### src/rtl/smac_ctrl_pkg.sv
// smac_ctrl_pkg: shared state type, default sizing and window helper for the stochastic MAC sequencer
package smac_ctrl_pkg;
  localparam int MAX_LOG2 = 8;
  localparam int PIPE_LAT = 2;
  localparam int CNT_W = MAX_LOG2 + 1;
  typedef enum logic [2:0] {IDLE, LOAD, FILL, RUN, DONE} state_e;
  function automatic int win_len(input logic [3:0] len);
    return 1 << len;
  endfunction
endpackage

### src/rtl/bitstream_ones_cnt.sv
// bitstream_ones_cnt: counts ones on a stochastic bitstream; also serves as a unipolar stream-to-binary converter
module bitstream_ones_cnt
  import smac_ctrl_pkg::*;
#(
  parameter int W = CNT_W
) (
  input  logic         clk,
  input  logic         rst_n,
  input  logic         clr_i,
  input  logic         en_i,
  input  logic         bit_i,
  output logic [W-1:0] count_o
);
  logic [W-1:0] count_q;
  // clear has priority; otherwise add the bit whenever enabled
  always_ff @(posedge clk or negedge rst_n)
    if (!rst_n) count_q <= '0;
    else count_q <= clr_i ? '0 : count_q + W'(en_i & bit_i);
  assign count_o = count_q;
endmodule

### src/rtl/smac_stream_ctrl.sv
// smac_stream_ctrl: job sequencer driving MAC load, Sobol RNG control and the ones-count result port
module smac_stream_ctrl #(
  parameter int MAX_LOG2 = smac_ctrl_pkg::MAX_LOG2,
  parameter int PIPE_LAT = smac_ctrl_pkg::PIPE_LAT,
  parameter int CNT_W = MAX_LOG2 + 1
) (
  input  logic             clk,
  input  logic             rst_n,
  input  logic             start,
  output logic             startReady,
  input  logic [3:0]       lenLog2,
  input  logic             abort,
  output logic             loadA,
  output logic             loadB,
  output logic             rngClr,
  output logic             rngEn,
  input  logic             macBit,
  output logic [CNT_W-1:0] result,
  output logic             resultValid,
  input  logic             resultReady,
  output logic             busy
);
  import smac_ctrl_pkg::*;
  state_e           state_q, state_d;
  logic [3:0]       len_q, len_d;
  logic [CNT_W-1:0] win_q, ones_cnt, result_q;
  logic             ld_q, en_q, vld_q, busy_q, rdy_q;
  logic             fill_last, win_last;
  assign len_d = (lenLog2 > 4'(MAX_LOG2)) ? 4'(MAX_LOG2) : lenLog2;
  assign fill_last = win_q == CNT_W'(PIPE_LAT - 1);
  assign win_last = win_q == CNT_W'(win_len(len_q) - 1);
  // next-state decode; abort beats everything, including a same-cycle start
  always_comb begin
    state_d = state_q;
    case (state_q)
      IDLE: state_d = (start && !abort) ? LOAD : IDLE;
      LOAD: state_d = abort ? IDLE : (PIPE_LAT == 0) ? RUN : FILL;
      FILL: state_d = abort ? IDLE : fill_last ? RUN : FILL;
      RUN:  state_d = abort ? IDLE : win_last ? DONE : RUN;
      DONE: state_d = (abort || resultReady) ? IDLE : DONE;
      default: state_d = IDLE;
    endcase
  end
  // state register with outputs decoded from the next state so they are registered
  always_ff @(posedge clk or negedge rst_n)
    if (!rst_n) begin
      state_q <= IDLE;
      ld_q <= 1'b0;
      en_q <= 1'b0;
      vld_q <= 1'b0;
      busy_q <= 1'b0;
      rdy_q <= 1'b1;
    end else begin
      state_q <= state_d;
      ld_q <= state_d == LOAD;
      en_q <= state_d inside {FILL, RUN};
      vld_q <= state_d == DONE;
      busy_q <= state_d != IDLE;
      rdy_q <= state_d == IDLE;
    end
  // window length latch, shared fill/window cycle counter, and result capture including the final bit
  always_ff @(posedge clk or negedge rst_n)
    if (!rst_n) begin
      len_q <= '0;
      win_q <= '0;
      result_q <= '0;
    end else begin
      if (state_q == IDLE && state_d == LOAD) len_q <= len_d;
      win_q <= (state_q == LOAD || (state_q == FILL && fill_last)) ? '0 :
               (state_q inside {FILL, RUN}) ? win_q + 1'b1 : win_q;
      if (state_q == RUN && state_d == DONE) result_q <= ones_cnt + CNT_W'(macBit);
    end
  bitstream_ones_cnt #(.W(CNT_W)) u_ones (
    .clk    (clk),
    .rst_n  (rst_n),
    .clr_i  (state_q == LOAD),
    .en_i   (state_q == RUN),
    .bit_i  (macBit),
    .count_o(ones_cnt)
  );
  assign loadA = ld_q;
  assign loadB = ld_q;
  assign rngClr = ld_q;
  assign rngEn = en_q;
  assign resultValid = vld_q;
  assign busy = busy_q;
  assign startReady = rdy_q;
  assign result = result_q;
endmodule

### config.mk
export PLATFORM = sky130hd
export DESIGN_NAME = smac_stream_ctrl
export DESIGN_NICKNAME = d
export VERILOG_FILES = /design/src/rtl/smac_ctrl_pkg.sv /design/src/rtl/bitstream_ones_cnt.sv /design/src/rtl/smac_stream_ctrl.sv
export SDC_FILE = /design/constraint.sdc
export NUM_CORES = 1
export LEC_CHECK = 0
export BUFFER_PORTS_ARGS = -buffer_cell sky130_fd_sc_hd__buf_2
export CAP_MARGIN = 0
export CORE_MARGIN = 1
export CORE_UTILIZATION = 45
export DETAILED_ROUTE_END_ITERATION = 8
export HOLD_SLACK_MARGIN = 0.05
export RECOVER_POWER = 25
export SYNTH_ARGS = -nofsm -noshare
export SYNTH_HDL_FRONTEND = slang
export SYNTH_SLANG_ARGS = --single-unit
### constraint.sdc
create_clock -name clk -period 3.2 [get_ports clk]
set_clock_uncertainty 0.15 [all_clocks]
set_input_delay 0.32 -clock clk [delete_from_list [all_inputs] [get_ports clk]]
set_output_delay 0.32 -clock clk [all_outputs]
set_load 0.01 [all_outputs]
# After elaboration in Yosys (flattened, before gate mapping)
# Cells that the tools add are included.
# word_totals
ff_bits	39
latchBits	0
ram_bits	0
mem_bits_ro	0
inputBits	10
output_inout_bits	16
wordCells	52
n_memories	0
# classes
n_addsub	4
n_mul	0
div	0
n_lt_le_gt_ge	1
n_eq_ne	10
n_shift	1
muxes	12
n_bitwise	1
n_reduce_logical	13
# op_table
operator	n
2-to-1 mux 9 bit	3
case mux 3 bit (5 select lines)	1
equality test 3 x 2 -> 1 bit, second input constant	4
adder 9 x 1 -> 9 bit	1
adder 9 x 1 -> 9 bit, second input constant	1
adder 9 bit	1
equality test 9 x 1 -> 1 bit, second input constant	1
equality test 9 bit	1
2-to-1 mux 3 bit	3
left shift 1 x 4 -> 9 bit, first input constant	1
subtractor 9 x 2 -> 9 bit, second input constant	1
equality test 3 x 1 -> 1 bit, second input constant	2
equality test 3 bit, second input constant	2
logical NOT 3 bit	2
nonzero test 2 bit	3
> comparator 4 bit, second input constant	1
logical AND 1 bit	4
2-to-1 mux 2 bit	2
2-to-1 mux 4 bit	1
nonzero test 3 bit	1
logical OR 1 bit	2
2-to-1 mux 1 bit	2
AND 1 bit	1
logical NOT 1 bit	1

# Longest topological paths before layout
# logic_depth
depth_word	8
mapped_depth	13
mapped_depth_nobuf	10

# Cells and area by module
# From an unflattened synthesis, not the netlist that was laid out.
# hier_totals
hier_cells	222
hier_area_um2	2274.7
# by_module_without_submodules
mod	instances	cells_each	area_per_inst_um2	seq_area_each_um2
smac_stream_ctrl	1	182	1860.5	752.0
bitstream_ones_cnt	1	40	414.1	225.2

# Least setup slack after synthesis
# No wires, ideal clock.
# synth_path
path_kind	flip-flop to flip-flop
from	register len_q[1]
to	register rdy_q (netlist: startReady)
setup_time_ns	0.078
t_arrival_ns	2.568
required_ns	2.972
path_slack_ns	0.404
path_stages_with_launch	13
path_buffers	2
period_less_slack_ns	2.796
path_cell_list	dfrtp_1 buf_2 nor2_1 nand3b_1 ha_1 clkbuf_1 and2_1 o21ai_0 nand3b_1 a32oi_2 nand4_4 a22o_1 and3_1
# synth_via
elab_chain_len	7
# synth_lines
element	line	source
start, declared	smac_stream_ctrl.sv:25	logic [3:0] len_q, len_d;
start signal, assigned	smac_stream_ctrl.sv:68	if (state_q == IDLE && state_d == LOAD) len_q <= len_d;
left shift 1 x 4 -> 9 bit	smac_ctrl_pkg.sv:8	return 1 << len;
subtractor 9 x 2 -> 9 bit	smac_stream_ctrl.sv:31	assign win_last = win_q == CNT_W'(win_len(len_q) - 1);
equality test 9 bit	smac_stream_ctrl.sv:31	
2-to-1 mux 3 bit (2 in series)	smac_stream_ctrl.sv:39	RUN: state_d = abort ? IDLE : win_last ? DONE : RUN;
case mux 3 bit (5 select lines)	smac_stream_ctrl.sv:35	case (state_q)
logical NOT 3 bit	smac_stream_ctrl.sv:59	rdy_q <= state_d == IDLE;
end signal, assigned	smac_stream_ctrl.sv:52	rdy_q <= 1'b1;
end signal, assigned	smac_stream_ctrl.sv:59	
end, declared	smac_stream_ctrl.sv:27	logic ld_q, en_q, vld_q, busy_q, rdy_q;
# Every way passes these cells.
# A chain may end at the register's enable or synchronous reset.

# Worst setup path after layout
# Same ends and word-level chain as after synthesis.

==> flow_summary.toml <==
[global_routing]
first_global_vias = 1536
maximum_number_of_pins_on_one_net_before_global_route_repair = 40
grt_overflow = 0
grt.total_usage_pct = 18.4
antenna_found_initial = 0
grt_first_pass_wirelength_um = 7360

[yosys]
synthCells = 224
synthDistinctLibCells = 43
synth_largest_area_cell = "dfrtp_1"
synth.cell_area_um2 = 2190
netlist_top_cells_count = "dfrtp_1, nor2_1, nand2_1"
ys_ff_latch = 39
synth_largest_type_area_fraction_pct = 43.4
synth_nets = 241
yosys.cell_count.top_type = "dfrtp_1"
synth-seq-area-share_pct = 44.6
ys.flop_type = "dfrtp_1"
synth_enable_flop_cells = 0
yosys-top-cells-area = "dfrtp_1, xor2_1, mux2_2"
synthesis.yosys.warnings = 0
asyncSetResetFlopFracSynth_pct = 100
synth_area_per_cell_um2 = 9.79

[worst_setup_path]
worst-path-max-fanout = 11
r2r.worst_path.cells = 10
rrSetupSlack_ns = 0.26
worstPathRequired_ns = 3.28
worstSetupEndpointType = "flop"
critical_path.startpoint_type = "flop"
critPathKind = "reg -> reg"
reg2reg_from = "len_q[1]"
critical_path.reg2reg.endpoint = "startReady"
worstPathArrival_ns = 3.02
timing.critical_path.cells = "nor2_2 -> nand3b_1 -> ha_1 -> and2_1 -> o21ai_0 -> nand3b_1 -> a32oi_2 -> nand4_4 -> a22o_1 -> and3_1"
crit_path_max_incr_delay_ns = 0.48
timing.critical_path.mode_cell = "nand3b_1"
critical_path.slowest_cell = "dfrtp_1"

[detailed_routing]
viasPerCell = 5.46
drt-initial-drc-count = 90
wire_per_inst_um = 13.6
drtAntennaViolNets = 0
route.vias.total = 1655
drc_errors = 0
detail_route.first_pass.iterations = 4
route.final.wire_length_um = 4120

[timing]
final_hold_viol_count = 0
grt_setup_unrepaired = "false"
setup_tns_ns = 0
maxClockFrequency_mhz = 340
fin_crit_share_pct = 91.9
timing.final.max_slew_violations = 40
period_minus_slack_ns = 2.94
slew_headroom_pct = -35.9
tightest_slew_ns = 2.04
final-setup-viol-count = 0

[run]
drv_cap = 1

[cells_and_area]
drive_above_1_share_pct = 14.1
n_fill_cell = 474
syn_to_final_growth_pct = 11.7
final_net_count = 265
utilization_pct = 52.2
stdcell_area_um2 = 2450
finish.cell_count_without_fillers = 303
antenna-diode-count = 0

[clocking]
tritoncts_num_sinks = 39
h-tree-depth = 2
cts-buffers-inserted = 5
later_pin_clock_latency_in_the_skew_report_ns = 0.29
cts_post_setup_buffers_inserted = 0
cts-root-buf = "clkbuf_8"
max_clock_buf_depth = 2
clk_transition_reported_paths_ns = 0.07
tritoncts_clock_tree = "built"

[floorplanning]
row_count = 25
i_o_pin_cnt = 26
core-area_um2 = 4690
fp.dieW_um = 71.8
die_y_um = 71.8
initial_core_util_pct = 46.7
die_area_um2 = 5150

[power]
vdd.ir_drop.worst_mv = 0.241
fin_total_pwr_mw = 1.30
leakage_nw = 1.18
p_per_area_nw_per_um2 = 530

[worst_hold_path]
hold_path_startpoint = "lenLog2[0]"
worst_hold_path_type = "in -> reg"
timing.hold.worst_endpoint = "len_q[0]"
worst_hold_path_cells = 3

[status]
status = "finished with violations"
violations = "capacitance limit, slew limit"

[placed_design]
gpl.final_weighted_congestion = 0.848
numPortBuffers = 25
placed_cell_area_um2 = 2340
place_inst = 294
dp.final_hpwl_um = 2980
worst max-delay path by stage:
stage | from | to | slack (ns) | depth (start not counted)
final | len_q[1] | startReady | 0.26 | 10
after global routing | len_q[1] | startReady | 0.04 | 10
after CTS | len_q[1] | startReady | 0.15 | 10
after detailed placement | len_q[1] | startReady | 0.16 | 10
after global placement | len_q[1] | startReady | 0.28 | 10
after floorplan | len_q[1] | startReady | 0.40 | 12
kinds of logic after synthesis:
kind of cell | count (synthesis) | share of synthesized area, %
simple gates | 95 | 24.0
flops | 39 | 44.6
compound gates | 34 | 9.99
xor+xnor | 21 | 8.39
buf+inv | 18 | 3.88
mux | 10 | 5.14
fa+ha+maj | 7 | 4.00
per-layer routing:
metal	global-route usage (%)	up-vias	routed length (um)
li1	-	836	-
met1	27.0	792	2090
met2	26.5	18	1840
met3	4.50	9	111
met4	6.32	0	77
met5	0	-	0
state kept, by name, summed over array words and instances (netlist names):
signal	flops
resultValid	1
win_q	9
loadA	1
rngEn	1
startReady	1
result	9
u_ones.count_o	9
state_q	3
len_q	4
busy	1
where the power goes:
group | total (mW) | switching [mW] | internal (mW) | leakage [nW]
Combinational | 0.303 | 0.172 | 0.131 | 0.592
Clock | 0.409 | 0.177 | 0.232 | 0.0581
Sequential | 0.585 | 0.0559 | 0.529 | 0.530
Total | 1.30 | 0.405 | 0.892 | 1.18
timing repair:
| item | CTS | global route |
|---|---|---|
| gates resized for setup | 0 | 2 |
| endpoints found under the hold margin | 38 | 0 |
| setup endpoints to repair | 0 | 4 |
| hold buffers | 1 | 0 |
worst max-delay path, delay by kind of cell, from the launching register on:
kind	cells	cell delay, ns
AND/OR/NAND/NOR	6	1.08
flip-flops	1	0.48
AO/OA/AOI/OAI	3	0.84
adder cells (fa/ha/maj)	1	0.32
metrics by stage:
stage | worst slack [ns] | hold slack (ns)
floorplan | 0.404 | -0.126
detailed placement | 0.161 | 0.339
finish | 0.260 | 0.117
CTS | 0.153 | 0.110
global route | 0.0417 | 0.137
global placement | 0.283 | 0.337
area by class of cell:
cell class | instances | area [um^2] | area share [%]
repair buffers | 29 | 136 | 5.57
multi-input cells | 167 | 1130 | 46.2
clock buffers | 5 | 68.8 | 2.81
inverters | 6 | 22.5 | 0.920
flip-flops and latches | 39 | 977 | 39.9
well taps | 54 | 67.6 | 2.76
clock inverters | 3 | 43.8 | 1.79
layout by cell type (no fill, tap or decap), types with 2 or more instances in the layout:
master	netlist	layout
o21ai_0	13	12
nand2_1	18	18
o21bai_1	2	2
nor3_1	2	2
nor4b_1	2	2
nor2b_1	5	5
nand3_1	10	10
nor2_1	19	18
mux2_2	10	10
clkbuf_8	0	5
and2_1	4	4
nor4_1	3	3
nor3b_1	3	3
xnor2_1	7	7
buf_2	2	8
nand3b_1	6	6
xor2_1	14	14
inv_1	6	6
a21oi_1	5	5
dfrtp_1	38	38
o31ai_1	4	4
and3_1	5	5
clkbuf_1	7	17
nand4_1	5	5
o211ai_1	2	2
ha_1	7	7
buf_4	2	3
or3_1	6	6
or4_1	2	2
Note: power is estimated with default switching activity, not from simulation.
